**src/rtl/turbo_iter_sched_if.sv**
```systemverilog
// rtl/turbo_iter_sched_if.sv - signal bundle between the iteration scheduler and its neighbours
//
// Purpose: groups the frame-control and alpha-chain handshake signals of
// turbo_iter_sched so they travel as one port.
//   master : the scheduler side (drives launch, select, strobes and status)
//   slave  : the frame controller / alpha datapath side
// Signals:
//   start, num_iter, early_stop   frame controller -> scheduler
//   alpha_out_valid               alpha chain      -> scheduler
//   alpha_in_valid, dec_sel,      scheduler        -> datapath
//   llr_load
//   iter_count, busy, done,       scheduler        -> frame controller
//   timeout_err
interface turbo_iter_sched_if #(
   parameter int ITER_BITS = 4
);
   logic                 start;
   logic [ITER_BITS-1:0] num_iter;
   logic                 early_stop;
   logic                 alpha_out_valid;
   logic                 alpha_in_valid;
   logic                 dec_sel;
   logic                 llr_load;
   logic [ITER_BITS-1:0] iter_count;
   logic                 busy;
   logic                 done;
   logic                 timeout_err;

   modport master (
      input  start, num_iter, early_stop, alpha_out_valid,
      output alpha_in_valid, dec_sel, llr_load, iter_count, busy, done, timeout_err
   );

   modport slave (
      output start, num_iter, early_stop, alpha_out_valid,
      input  alpha_in_valid, dec_sel, llr_load, iter_count, busy, done, timeout_err
   );
endinterface

```
**src/rtl/turbo_iter_sched.sv**
```systemverilog
// rtl/turbo_iter_sched.sv - half-iteration scheduler for the max-log-MAP turbo decoder
//
// Purpose: time-shares the alpha recursion chain between the two constituent
// decoders. Each half-iteration launches the chain once, waits for its
// completion, strobes extrinsic LLR capture and flips the decoder select.
// Full iterations are counted until the latched count is reached or an
// early stop is requested at the end of a decoder-2 half.
//
// Ports:
//   clk, rst_n            clock, asynchronous active-low reset
//   bus (master modport)  start/num_iter/early_stop/alpha_out_valid in;
//                         alpha_in_valid/dec_sel/llr_load/iter_count/
//                         busy/done/timeout_err out (all registered)
//
// Optional feature macro: TIMEOUT_EN
//   defined   : WAIT watchdog of TIMEOUT_CYCLES cycles; on expiry sets the
//               sticky timeout_err and finishes the frame through DONE.
//   undefined : no watchdog, WAIT waits indefinitely, timeout_err is 0.
module turbo_iter_sched #(
   parameter int SYMBOLS        = 10,
   parameter int ARRAY_LATENCY  = SYMBOLS + 1,
   parameter int ITER_BITS      = 4,
   parameter int TIMEOUT_CYCLES = 64
) (
   input  logic               clk,
   input  logic               rst_n,
   turbo_iter_sched_if.master bus
);

   typedef enum logic [2:0] {
      IDLE   = 3'd0,
      ISSUE  = 3'd1,
      WAIT   = 3'd2,
      UPDATE = 3'd3,
      DONE   = 3'd4
   } state_t;

   state_t               state;
   logic [ITER_BITS-1:0] iter_target;
   logic [ITER_BITS-1:0] iter_count_q;
   logic [ITER_BITS-1:0] iter_inc;
   logic                 alpha_in_valid_q;
   logic                 dec_sel_q;
   logic                 llr_load_q;
   logic                 busy_q;
   logic                 done_q;

   // The scheduler follows alpha_out_valid rather than counting the chain
   // latency, so the geometry parameters only document the chain it drives.
   logic [31:0] unused_cfg;
   assign unused_cfg = 32'(SYMBOLS + ARRAY_LATENCY + TIMEOUT_CYCLES);

`ifdef TIMEOUT_EN
   localparam int TO_W = $clog2(TIMEOUT_CYCLES + 1);
   logic [TO_W-1:0] wait_cnt;
   logic            timeout_err_q;
`endif

   // The latched count is never below 1 and iter_count stays below it until
   // the final update, so this increment cannot wrap.
   assign iter_inc = iter_count_q + ITER_BITS'(1);

   always_ff @(posedge clk or negedge rst_n) begin
      if (!rst_n) begin
         state            <= IDLE;
         iter_target      <= '0;
         iter_count_q     <= '0;
         alpha_in_valid_q <= 1'b0;
         dec_sel_q        <= 1'b0;
         llr_load_q       <= 1'b0;
         busy_q           <= 1'b0;
         done_q           <= 1'b0;
`ifdef TIMEOUT_EN
         wait_cnt         <= '0;
         timeout_err_q    <= 1'b0;
`endif
      end else begin
         // Pulse outputs are one cycle wide unless re-armed below.
         alpha_in_valid_q <= 1'b0;
         llr_load_q       <= 1'b0;
         done_q           <= 1'b0;

         case (state)
            IDLE: begin
               if (bus.start) begin
                  iter_target      <= (bus.num_iter == '0) ? ITER_BITS'(1) : bus.num_iter;
                  iter_count_q     <= '0;
                  dec_sel_q        <= 1'b0;
                  busy_q           <= 1'b1;
                  alpha_in_valid_q <= 1'b1;
                  state            <= ISSUE;
`ifdef TIMEOUT_EN
                  timeout_err_q    <= 1'b0;
`endif
               end
            end

            ISSUE: begin
               state <= WAIT;
`ifdef TIMEOUT_EN
               wait_cnt <= '0;
`endif
            end

            WAIT: begin
               if (bus.alpha_out_valid) begin
                  llr_load_q <= 1'b1;
                  state      <= UPDATE;
               end
`ifdef TIMEOUT_EN
               else if (wait_cnt == TO_W'(TIMEOUT_CYCLES - 1)) begin
                  // Chain never answered: abandon the frame without capturing LLRs.
                  timeout_err_q <= 1'b1;
                  done_q        <= 1'b1;
                  state         <= DONE;
               end else begin
                  wait_cnt <= wait_cnt + TO_W'(1);
               end
`endif
            end

            UPDATE: begin
               if (!dec_sel_q) begin
                  dec_sel_q        <= 1'b1;
                  alpha_in_valid_q <= 1'b1;
                  state            <= ISSUE;
               end else begin
                  // End of decoder 2 closes a full iteration.
                  iter_count_q <= iter_inc;
                  dec_sel_q    <= 1'b0;
                  if ((iter_inc == iter_target) || bus.early_stop) begin
                     done_q <= 1'b1;
                     state  <= DONE;
                  end else begin
                     alpha_in_valid_q <= 1'b1;
                     state            <= ISSUE;
                  end
               end
            end

            DONE: begin
               busy_q <= 1'b0;
               state  <= IDLE;
            end

            default: begin
               busy_q <= 1'b0;
               state  <= IDLE;
            end
         endcase
      end
   end

   assign bus.alpha_in_valid = alpha_in_valid_q;
   assign bus.dec_sel        = dec_sel_q;
   assign bus.llr_load       = llr_load_q;
   assign bus.iter_count     = iter_count_q;
   assign bus.busy           = busy_q;
   assign bus.done           = done_q;
`ifdef TIMEOUT_EN
   assign bus.timeout_err    = timeout_err_q;
`else
   assign bus.timeout_err    = 1'b0;
`endif

endmodule

```
**src/flat_wrapper.sv**
```systemverilog
// flat-port wrapper written by rule: the top's interface ports become plain ports
module turbo_iter_sched_flat 
#(
   parameter int SYMBOLS        = 10,
   parameter int ARRAY_LATENCY  = SYMBOLS + 1,
   parameter int ITER_BITS      = 4,
   parameter int TIMEOUT_CYCLES = 64
)
  (clk, rst_n, bus_start, bus_num_iter, bus_early_stop, bus_alpha_out_valid, bus_alpha_in_valid, bus_dec_sel, bus_llr_load, bus_iter_count, bus_busy, bus_done, bus_timeout_err);
  turbo_iter_sched_if #(.ITER_BITS(ITER_BITS)) bus_i ();
  input  logic clk;
  input  logic rst_n;
  input wire logic [$bits(bus_i.start)-1:0] bus_start;
  input wire logic [$bits(bus_i.num_iter)-1:0] bus_num_iter;
  input wire logic [$bits(bus_i.early_stop)-1:0] bus_early_stop;
  input wire logic [$bits(bus_i.alpha_out_valid)-1:0] bus_alpha_out_valid;
  output wire logic [$bits(bus_i.alpha_in_valid)-1:0] bus_alpha_in_valid;
  output wire logic [$bits(bus_i.dec_sel)-1:0] bus_dec_sel;
  output wire logic [$bits(bus_i.llr_load)-1:0] bus_llr_load;
  output wire logic [$bits(bus_i.iter_count)-1:0] bus_iter_count;
  output wire logic [$bits(bus_i.busy)-1:0] bus_busy;
  output wire logic [$bits(bus_i.done)-1:0] bus_done;
  output wire logic [$bits(bus_i.timeout_err)-1:0] bus_timeout_err;
  assign bus_i.start = bus_start;
  assign bus_i.num_iter = bus_num_iter;
  assign bus_i.early_stop = bus_early_stop;
  assign bus_i.alpha_out_valid = bus_alpha_out_valid;
  assign bus_alpha_in_valid = bus_i.alpha_in_valid;
  assign bus_dec_sel = bus_i.dec_sel;
  assign bus_llr_load = bus_i.llr_load;
  assign bus_iter_count = bus_i.iter_count;
  assign bus_busy = bus_i.busy;
  assign bus_done = bus_i.done;
  assign bus_timeout_err = bus_i.timeout_err;
  turbo_iter_sched #(.SYMBOLS(SYMBOLS), .ARRAY_LATENCY(ARRAY_LATENCY), .ITER_BITS(ITER_BITS), .TIMEOUT_CYCLES(TIMEOUT_CYCLES)) u_core (.clk(clk), .rst_n(rst_n), .bus(bus_i));
endmodule
```
**config.mk**
```make
export PLATFORM = sky130hd
export DESIGN_NAME = turbo_iter_sched_flat
export DESIGN_NICKNAME = d
export VERILOG_FILES = /design/src/rtl/turbo_iter_sched_if.sv /design/src/rtl/turbo_iter_sched.sv /design/src/flat_wrapper.sv
export SDC_FILE = /design/constraint.sdc
export NUM_CORES = 1
export LEC_CHECK = 0
export CORE_ASPECT_RATIO = 1.5
export CORE_MARGIN = 4
export CORE_UTILIZATION = 30
export CTS_CLUSTER_DIAMETER = 200
export DETAILED_ROUTE_END_ITERATION = 8
export PLACE_DENSITY = 0.61
export RECOVER_POWER = 100
export SYNTH_ARGS = -nofsm -noshare
export SYNTH_HDL_FRONTEND = slang
export SYNTH_SLANG_ARGS = --single-unit
```
**constraint.sdc**
```tcl
create_clock -name clk -period 1.93 [get_ports clk]
set_clock_uncertainty 0.05 [all_clocks]
set_input_delay 0.386 -clock clk [delete_from_list [all_inputs] [get_ports clk]]
set_output_delay 0.386 -clock clk [all_outputs]
set_load 0.01 [all_outputs]
```
; ---- Word level (Yosys, flattened, before mapping)
; Index checks and enable logic that the tools add are counted.
[classes]
add_sub_neg = 1
n_eq_ne = 7
muxes = 23
bitwise_logic = 1
n_reduce_logical = 10
[ops]
columns = operator, n
row1 = $mux 3, 4
row2 = $mux 4, 3
row3 = $pmux 3 s4, 1
row4 = $mux 1, 11
row5 = $pmux 4 s2, 1
row6 = $reduce_and 2->1, 4
row7 = $eq 3x2->1 const B, 2
row8 = $pmux 1 s2, 3
row9 = $add 4x1->4 const B, 1
row10 = $eq 4x4->1, 1
row11 = $logic_not 4->1, 1
row12 = $ne 2x2->1 const B, 2
row13 = $eq 3x1->1 const B, 1
row14 = $logic_not 3->1, 1
row15 = $reduce_and 3->1, 1
row16 = $reduce_or 3->1, 1
row17 = $ne 2x1->1 const B, 1
row18 = $reduce_bool 2->1, 1
row19 = $logic_or 1x1->1, 1
row20 = $not 1->1, 1
[word_totals]
register_bits = 16
inputBits = 9
out_inout_bits = 10
wordCells = 50

; ---- Logic depth before layout (Yosys ltp)
; Gate-level depths: netlist of run 1.
[depth]
ltp_word = 6
ltp_mapped = 6
ltp_nobuf = 4

; ---- Worst setup path after synthesis of run 1
; No wires, ideal clock.
[synth_path]
kind = flip-flop to flip-flop
start = reg u_core.iter_count_q[0] (netlist: u_core.bus.iter_count[0])
end = reg u_core.alpha_in_valid_q (netlist: u_core.bus.alpha_in_valid)
setup_ps = 140
arrival_time_ps = 1382
required_time_ps = 1740
path_slack_ps = 357
path_stages_with_launch = 5
path_buffers = 0
period_less_slack_ps = 1573
path_cell_list = dfrtp_1 > ha_1 > xor2_1 > nor4_2 > a31oi_1
[synth_via]
elab_chain_cells = 6
[synth_lines]
columns = element, line_no
row1 = "start, declared", turbo_iter_sched.sv:40  ; logic [ITER_BITS-1:0] iter_count_q;
row2 = "start signal, assigned", turbo_iter_sched.sv:129  ; iter_count_q <= iter_inc;
row3 = $add 4x1->4, turbo_iter_sched.sv:61  ; assign iter_inc = iter_count_q + ITER_BITS'(1);
row4 = $eq 4x4->1, turbo_iter_sched.sv:131  ; if ((iter_inc == iter_target) || bus.early_stop) begin
row5 = $logic_or 1x1->1, turbo_iter_sched.sv:131
row6 = $mux 1, turbo_iter_sched.sv:131
row7 = $mux 1, turbo_iter_sched.sv:123  ; if (!dec_sel_q) begin
row8 = $pmux 1 s2, turbo_iter_sched.sv:83  ; case (state)
row9 = "end signal, assigned", turbo_iter_sched.sv:90  ; alpha_in_valid_q <= 1'b1;
row10 = "end signal, assigned", turbo_iter_sched.sv:125  ; alpha_in_valid_q <= 1'b1;
row11 = "end signal, assigned", turbo_iter_sched.sv:135  ; alpha_in_valid_q <= 1'b1;
row12 = "end, declared", turbo_iter_sched.sv:42  ; logic alpha_in_valid_q;
; No other way between the ends.
; A chain may end at the register's enable or synchronous reset.

; ---- Worst setup path in the final report of run 1
[layout_path]
start = reg u_core.iter_count_q[2] (netlist: u_core.bus.iter_count[2])
end = out bus_iter_count[2]
[layout_lines]
columns = element, line_no
row1 = "end, declared", flat_wrapper.sv:20  ; output wire logic [$bits(bus_i.iter_count)-1:0] bus_iter_count;
; No word-level cell between the ends.

==> results by group, run 1 <==
Worst setup path
  • Crit path buffers/inverters: 1
  • Required time worst endpoint: 1.49 ns
  • Slowest CP cell: dlygate4sd3_1
  • Worst Path Max Fanout: 4
  • Critical Path AT: 1.37 ns
  • Critical-path cell list: dlygate4sd3_1
  • CP max stage delay: 0.63 ns
  • Nature of the critical path startpoint: flop
  • Crit path max-delay family: buffers and inverters
  • Worst setup EP type: output pin
  • Kind of critical path: flop to output pin

Cells and area
  • Layout area overhead: 31.60%
  • Post-route cell area: 1016 sq um
  • Most common cell after layout, fill and taps aside: nand2_1
  • Ratio of cells with drive above 1 in the final layout: 10.78%
  • Number of diodes: 0
  • Nets: 113
  • Layout fillers: 256
  • Finished Layout Cells: 126
  • Most frequent cells in the layout: 17 x nand2_1, 16 x dfrtp_1, 10 x dlygate4sd3_1

Synthesis
  • Syn Inst Count: 79
  • Main flop type after synthesis: dfrtp_1
  • Seq/Total Area, Yosys: 51.86%
  • Synth Register Bits: 16
  • Largest cells by area after synthesis: dfrtp_1 52%, nand2_1 8.3%, xnor2_1 6.8%
  • Number of flops mapped to enable cells by yosys: 0
  • Netlist Area Pre-Place: 772.0 sq um
  • Yosys warning total: 0
  • Largest area contributor in the netlist: dfrtp_1
  • Synth unique cells: 26
  • Top-area cell type share of the netlist area: 51.86%
  • Synth Area per Inst: 9.772 sq um
  • Post-synth ARST share: 100.0%
  • Syn Nets: 89

Drt
  • Total wire length: 1640 microns
  • Vias/cell: 4.937
  • Routed via count: 622
  • Final ANT Viol Nets: 0
  • DRC: 0
  • WL per Instance: 13.02 microns
  • DRT iter0 DRCs: 18
  • First-pass DRT Iterations: 4

STA
  • Slew @ Worst Pin: 0.8850 ns
  • RSZ-0062 raised after global routing: false
  • Fin. Hold Viols: 0
  • Minimum clock period after layout: 1.810 ns
  • Fmax: 0.5524 GHz
  • Relative max-transition margin: 41.00%
  • Number of max-slew violations in the final report: 0
  • Period utilisation layout: 93.80%
  • Setup violation total in the final timing report: 0

Placed design
  • Placed insts: 122
  • I/O Buffers: 17
  • DP Wirelength: 1215 microns
  • DP Area: 989.7 sq um
  • Routability-driven placement congestion ratio: 0.7494

Clocking
  • CTS Buffer Depth: 2
  • Root buf cell: clkbuf_4
  • CTS H-tree depth: 1
  • Worst-skew pair later-pin latency: 0.29 ns
  • TritonCTS sink count: 16
  • PostCTS Resize Cnt: 0
  • CTS buffer count: 3
  • Worst-path clk slew: 0.10 ns
  • Postcts setup bufs: 0
  • # hold bufs at CTS: 0
  • TritonCTS clock tree: built

Global routing
  • First-pass GRT wire length: 2939 microns
  • Initial antenna violation count: 0
  • Total GRT Usage: 11.29%
  • Gr ovfl total: 0
  • Vias in the first global route: 644
  • Largest net degree at the start of global routing: 17

Floorplan
  • Rows: 22
  • Die X: 49.42 microns
  • Chip Height: 70.13 microns
  • Initial Util: 31.51%
  • Core area: 2450 sq um
  • IO Pins: 19
  • Die area: 3466 sq um

Power and ir drop
  • PD cells: 1456 nW/um^2
  • Leak: 0.4739 nW
  • VDD IR max: 479.3 uV

Status
  • Status: complete, no violations

Min path
  • Hold crit path type: flop to flop

Run
  • Max cap viols: 0
[power by group]
group / switching, mW / internal, mW
Combinational: 0.326 / 0.345
Clock: 0.111 / 0.115
Sequential: 0.120 / 0.463
Total: 0.557 / 0.922
[Yosys cell counts, types with 2 or more instances]
| cell | instances |
|---|---|
| xor2_1 | 2 |
| o21ai_0 | 3 |
| dfrtp_1 | 16 |
| nand3_1 | 3 |
| a21oi_1 | 5 |
| nand2_1 | 17 |
| xnor2_1 | 6 |
| nor2_1 | 6 |
| a31oi_1 | 3 |
| o21a_1 | 2 |
[through the flow]
stage | hold WS, ns | TNS (ns) | utilization, % | power [mW] | setup slack (ns)
after floorplan | 0.04041 | 0 | - | 1.021 | 0.3572
after global placement | 0.4435 | -0.06674 | 40.40 | 1.291 | -0.04393
after detailed placement | 0.4375 | -0.1521 | 40.40 | 1.302 | -0.06829
after CTS | 0.3612 | 0 | 41.88 | 1.533 | 0.1603
after global routing | 0.4774 | 0 | 41.47 | 1.599 | 0.05468
final | 0.4571 | 0 | 41.47 | 1.479 | 0.1196
[logic make-up after synthesis]
group | after synthesis | share of synthesized area, %
compound gates | 15 | 11.83
buf+inv | 5 | 4.051
simple gates | 32 | 19.77
flops | 16 | 51.86
mux | 1 | 1.297
other cells | 1 | 0.4858
fa+ha+maj | 1 | 1.620
xor+xnor | 8 | 9.077
[registers in the layout, indices dropped and copies added (netlist names)]
register	count
u_core.state	3
u_core.bus.dec_sel	1
u_core.bus.llr_load	1
u_core.bus.done	1
u_core.iter_target	4
u_core.bus.busy	1
u_core.bus.iter_count	4
u_core.bus.alpha_in_valid	1
[area by class of cell]
class | instances | area, sq um | area share, %
Multi-Input combinational cell | 58 | 337.8 | 33.25
Tap cell | 24 | 30.03 | 2.956
Sequential cell | 16 | 400.4 | 39.41
Inverter | 1 | 3.754 | 0.3695
Timing Repair Buffer | 23 | 207.7 | 20.44
Clock buffer | 4 | 36.28 | 3.571
[final timing paths]
check | startpoint | endpoint | slack, ns | cells after the start
max reg2reg | u_core.bus.iter_count[0]$_DFFE_PN0P_ | u_core.state[0]$_DFFE_PN0P_ | 0.24 | 4
max | u_core.bus.iter_count[2]$_DFFE_PN0P_ | bus_iter_count[2] | 0.12 | 1
min reg2reg | u_core.iter_target[3]$_DFFE_PN0P_ | u_core.iter_target[3]$_DFFE_PN0P_ | 0.46 | 2
min | u_core.iter_target[3]$_DFFE_PN0P_ | u_core.iter_target[3]$_DFFE_PN0P_ | 0.46 | 2
min in group asynchronous | rst_n | u_core.bus.done$_DFF_PN0_ | 0.67 | 2
max in group asynchronous | rst_n | u_core.bus.llr_load$_DFF_PN0_ | 0.62 | 2
[metal layers]
layer	routed length, microns	vias up	track usage [%]
met5	0	-	0
met4	29	0	7.385
met3	92	4	2.559
met2	793	20	18.36
met1	724	290	13.03
li1	-	308	-
No activity file was read; power rests on OpenSTA's default activity.
==> inputs of run 2 (changes only) <==
PLACE_DENSITY = 0.63   (was 0.61)
==> results by group, run 2 (synthesis results as in run 1) <==
Min path
  • Hold crit path type: flop to flop

Placed design
  • DP Wirelength: 1299 microns
  • I/O Buffers: 17
  • Routability-driven placement congestion ratio: 0.7314
  • Placed insts: 121

Floorplan
  • Die X: 49.42 microns
  • Die area: 3466 sq um
  • IO Pins: 19
  • Initial Util: 31.51%
  • Rows: 22
  • Chip Height: 70.13 microns
  • Core area: 2450 sq um

STA
  • Fin. Hold Viols: 0
  • Number of max-slew violations in the final report: 0
  • Setup violation total in the final timing report: 0
  • Period utilisation layout: 94.17%
  • Relative max-transition margin: 41.16%
  • Minimum clock period after layout: 1.818 ns
  • Slew @ Worst Pin: 0.8825 ns
  • RSZ-0062 raised after global routing: false
  • Fmax: 0.5502 GHz

Clocking
  • CTS H-tree depth: 1
  • PostCTS Resize Cnt: 0
  • TritonCTS sink count: 16
  • Postcts setup bufs: 0
  • Root buf cell: clkbuf_4
  • TritonCTS clock tree: built
  • Worst-skew pair later-pin latency: 0.29 ns
  • CTS Buffer Depth: 2
  • # hold bufs at CTS: 0
  • CTS buffer count: 3
  • Worst-path clk slew: 0.10 ns

Status
  • Status: complete, no violations

Global routing
  • Gr ovfl total: 0
  • Largest net degree at the start of global routing: 17
  • Total GRT Usage: 10.98%
  • Vias in the first global route: 652
  • Initial antenna violation count: 0
  • First-pass GRT wire length: 2911 microns

Cells and area
  • Nets: 112
  • Most frequent cells in the layout: 17 x nand2_1, 16 x dfrtp_1, 11 x dlygate4sd3_1
  • Layout area overhead: 30.63%
  • Number of diodes: 0
  • Most common cell after layout, fill and taps aside: nand2_1
  • Ratio of cells with drive above 1 in the final layout: 9.901%
  • Layout fillers: 256
  • Finished Layout Cells: 125

Drt
  • First-pass DRT Iterations: 4
  • Final ANT Viol Nets: 0
  • WL per Instance: 13.06 microns
  • Vias/cell: 4.968
  • DRT iter0 DRCs: 11
  • Routed via count: 621
  • Total wire length: 1633 microns
  • DRC: 0

Worst setup path
  • Slowest CP cell: dlygate4sd3_1
  • Worst setup EP type: output pin
  • Nature of the critical path startpoint: flop
  • Critical-path cell list: dlygate4sd3_1
  • Critical Path AT: 1.38 ns
  • Required time worst endpoint: 1.49 ns
  • Worst Path Max Fanout: 7
  • CP max stage delay: 0.64 ns
  • Crit path max-delay family: buffers and inverters
  • Crit path buffers/inverters: 1
  • Kind of critical path: flop to output pin

Power and ir drop
  • Total Power: 1.455 mW
  • PD cells: 1443 nW/um^2
  • Leak: 0.4696 nW
  • VDD IR max: 524.4 uV

Run
  • Max cap viols: 0
-- run 2: path summary, 6_finish.rpt --
| kind | from | endpoint | slack, ns | cells past startpoint |
|---|---|---|---|---|
| min reg2reg | u_core.bus.busy$_DFFE_PN0P_ | u_core.bus.busy$_DFFE_PN0P_ | 0.46 | 2 |
| max | u_core.bus.dec_sel$_DFFE_PN0P_ | bus_dec_sel | 0.11 | 1 |
| min | u_core.bus.busy$_DFFE_PN0P_ | u_core.bus.busy$_DFFE_PN0P_ | 0.46 | 2 |
| max in group asynchronous | rst_n | u_core.bus.iter_count[3]$_DFFE_PN0P_ | 0.62 | 2 |
| min in group asynchronous | rst_n | u_core.state[1]$_DFFE_PN0P_ | 0.67 | 2 |
| max reg2reg | u_core.bus.iter_count[0]$_DFFE_PN0P_ | u_core.bus.alpha_in_valid$_DFF_PN0_ | 0.25 | 4 |
-- run 2: per-layer routing --
metal / track usage (%) / vias to the layer above / share of wire (%)
met5: 0 / - / 0
li1: - / 304 / -
met4: 6.462 / 0 / 2.0
met1: 11.97 / 293 / 39
met3: 3.625 / 4 / 6.7
met2: 18.21 / 20 / 52
-- run 2: final cells by class --
type | instances | area [sq um] | area share, %
Multi-Input combinational cell | 58 | 337.8 | 33.50
Tap cell | 24 | 30.03 | 2.978
Timing Repair Buffer | 22 | 200.2 | 19.85
Inverter | 1 | 3.754 | 0.3722
Clock buffer | 4 | 36.28 | 3.598
Sequential cell | 16 | 400.4 | 39.70
-- run 2: through the flow --
stage	worst slack (ns)	setup TNS (ns)	util, %	hold slack (ns)	instance area (sq um)
after floorplan	0.3572	0	-	0.04041	772.0
after global placement	-0.04187	-0.05535	40.09	0.4457	982.2
after detailed placement	-0.04528	-0.09258	40.09	0.4485	982.2
after CTS	0.1585	0	41.57	0.3581	1018
after global routing	0.05493	0	41.16	0.4816	1008
final	0.1125	0	41.16	0.4644	1008
-- run 2: where the power goes --
part           total (mW)  switching [mW]  internal [mW]
sequential          0.579           0.116          0.463
combinational       0.650           0.317          0.333
clock               0.226           0.111          0.115
-- run 2: worst register-to-register path, delay by kind of cell, from the launching register on --
family / cells / cell delay, ns
and+or+nand+nor: 1 / 0.38
DFF: 1 / 0.45
adders and majority gates: 1 / 0.35
xor gates and xnor gates: 1 / 0.18
AOI/OAI and AO/OA: 1 / 0.15
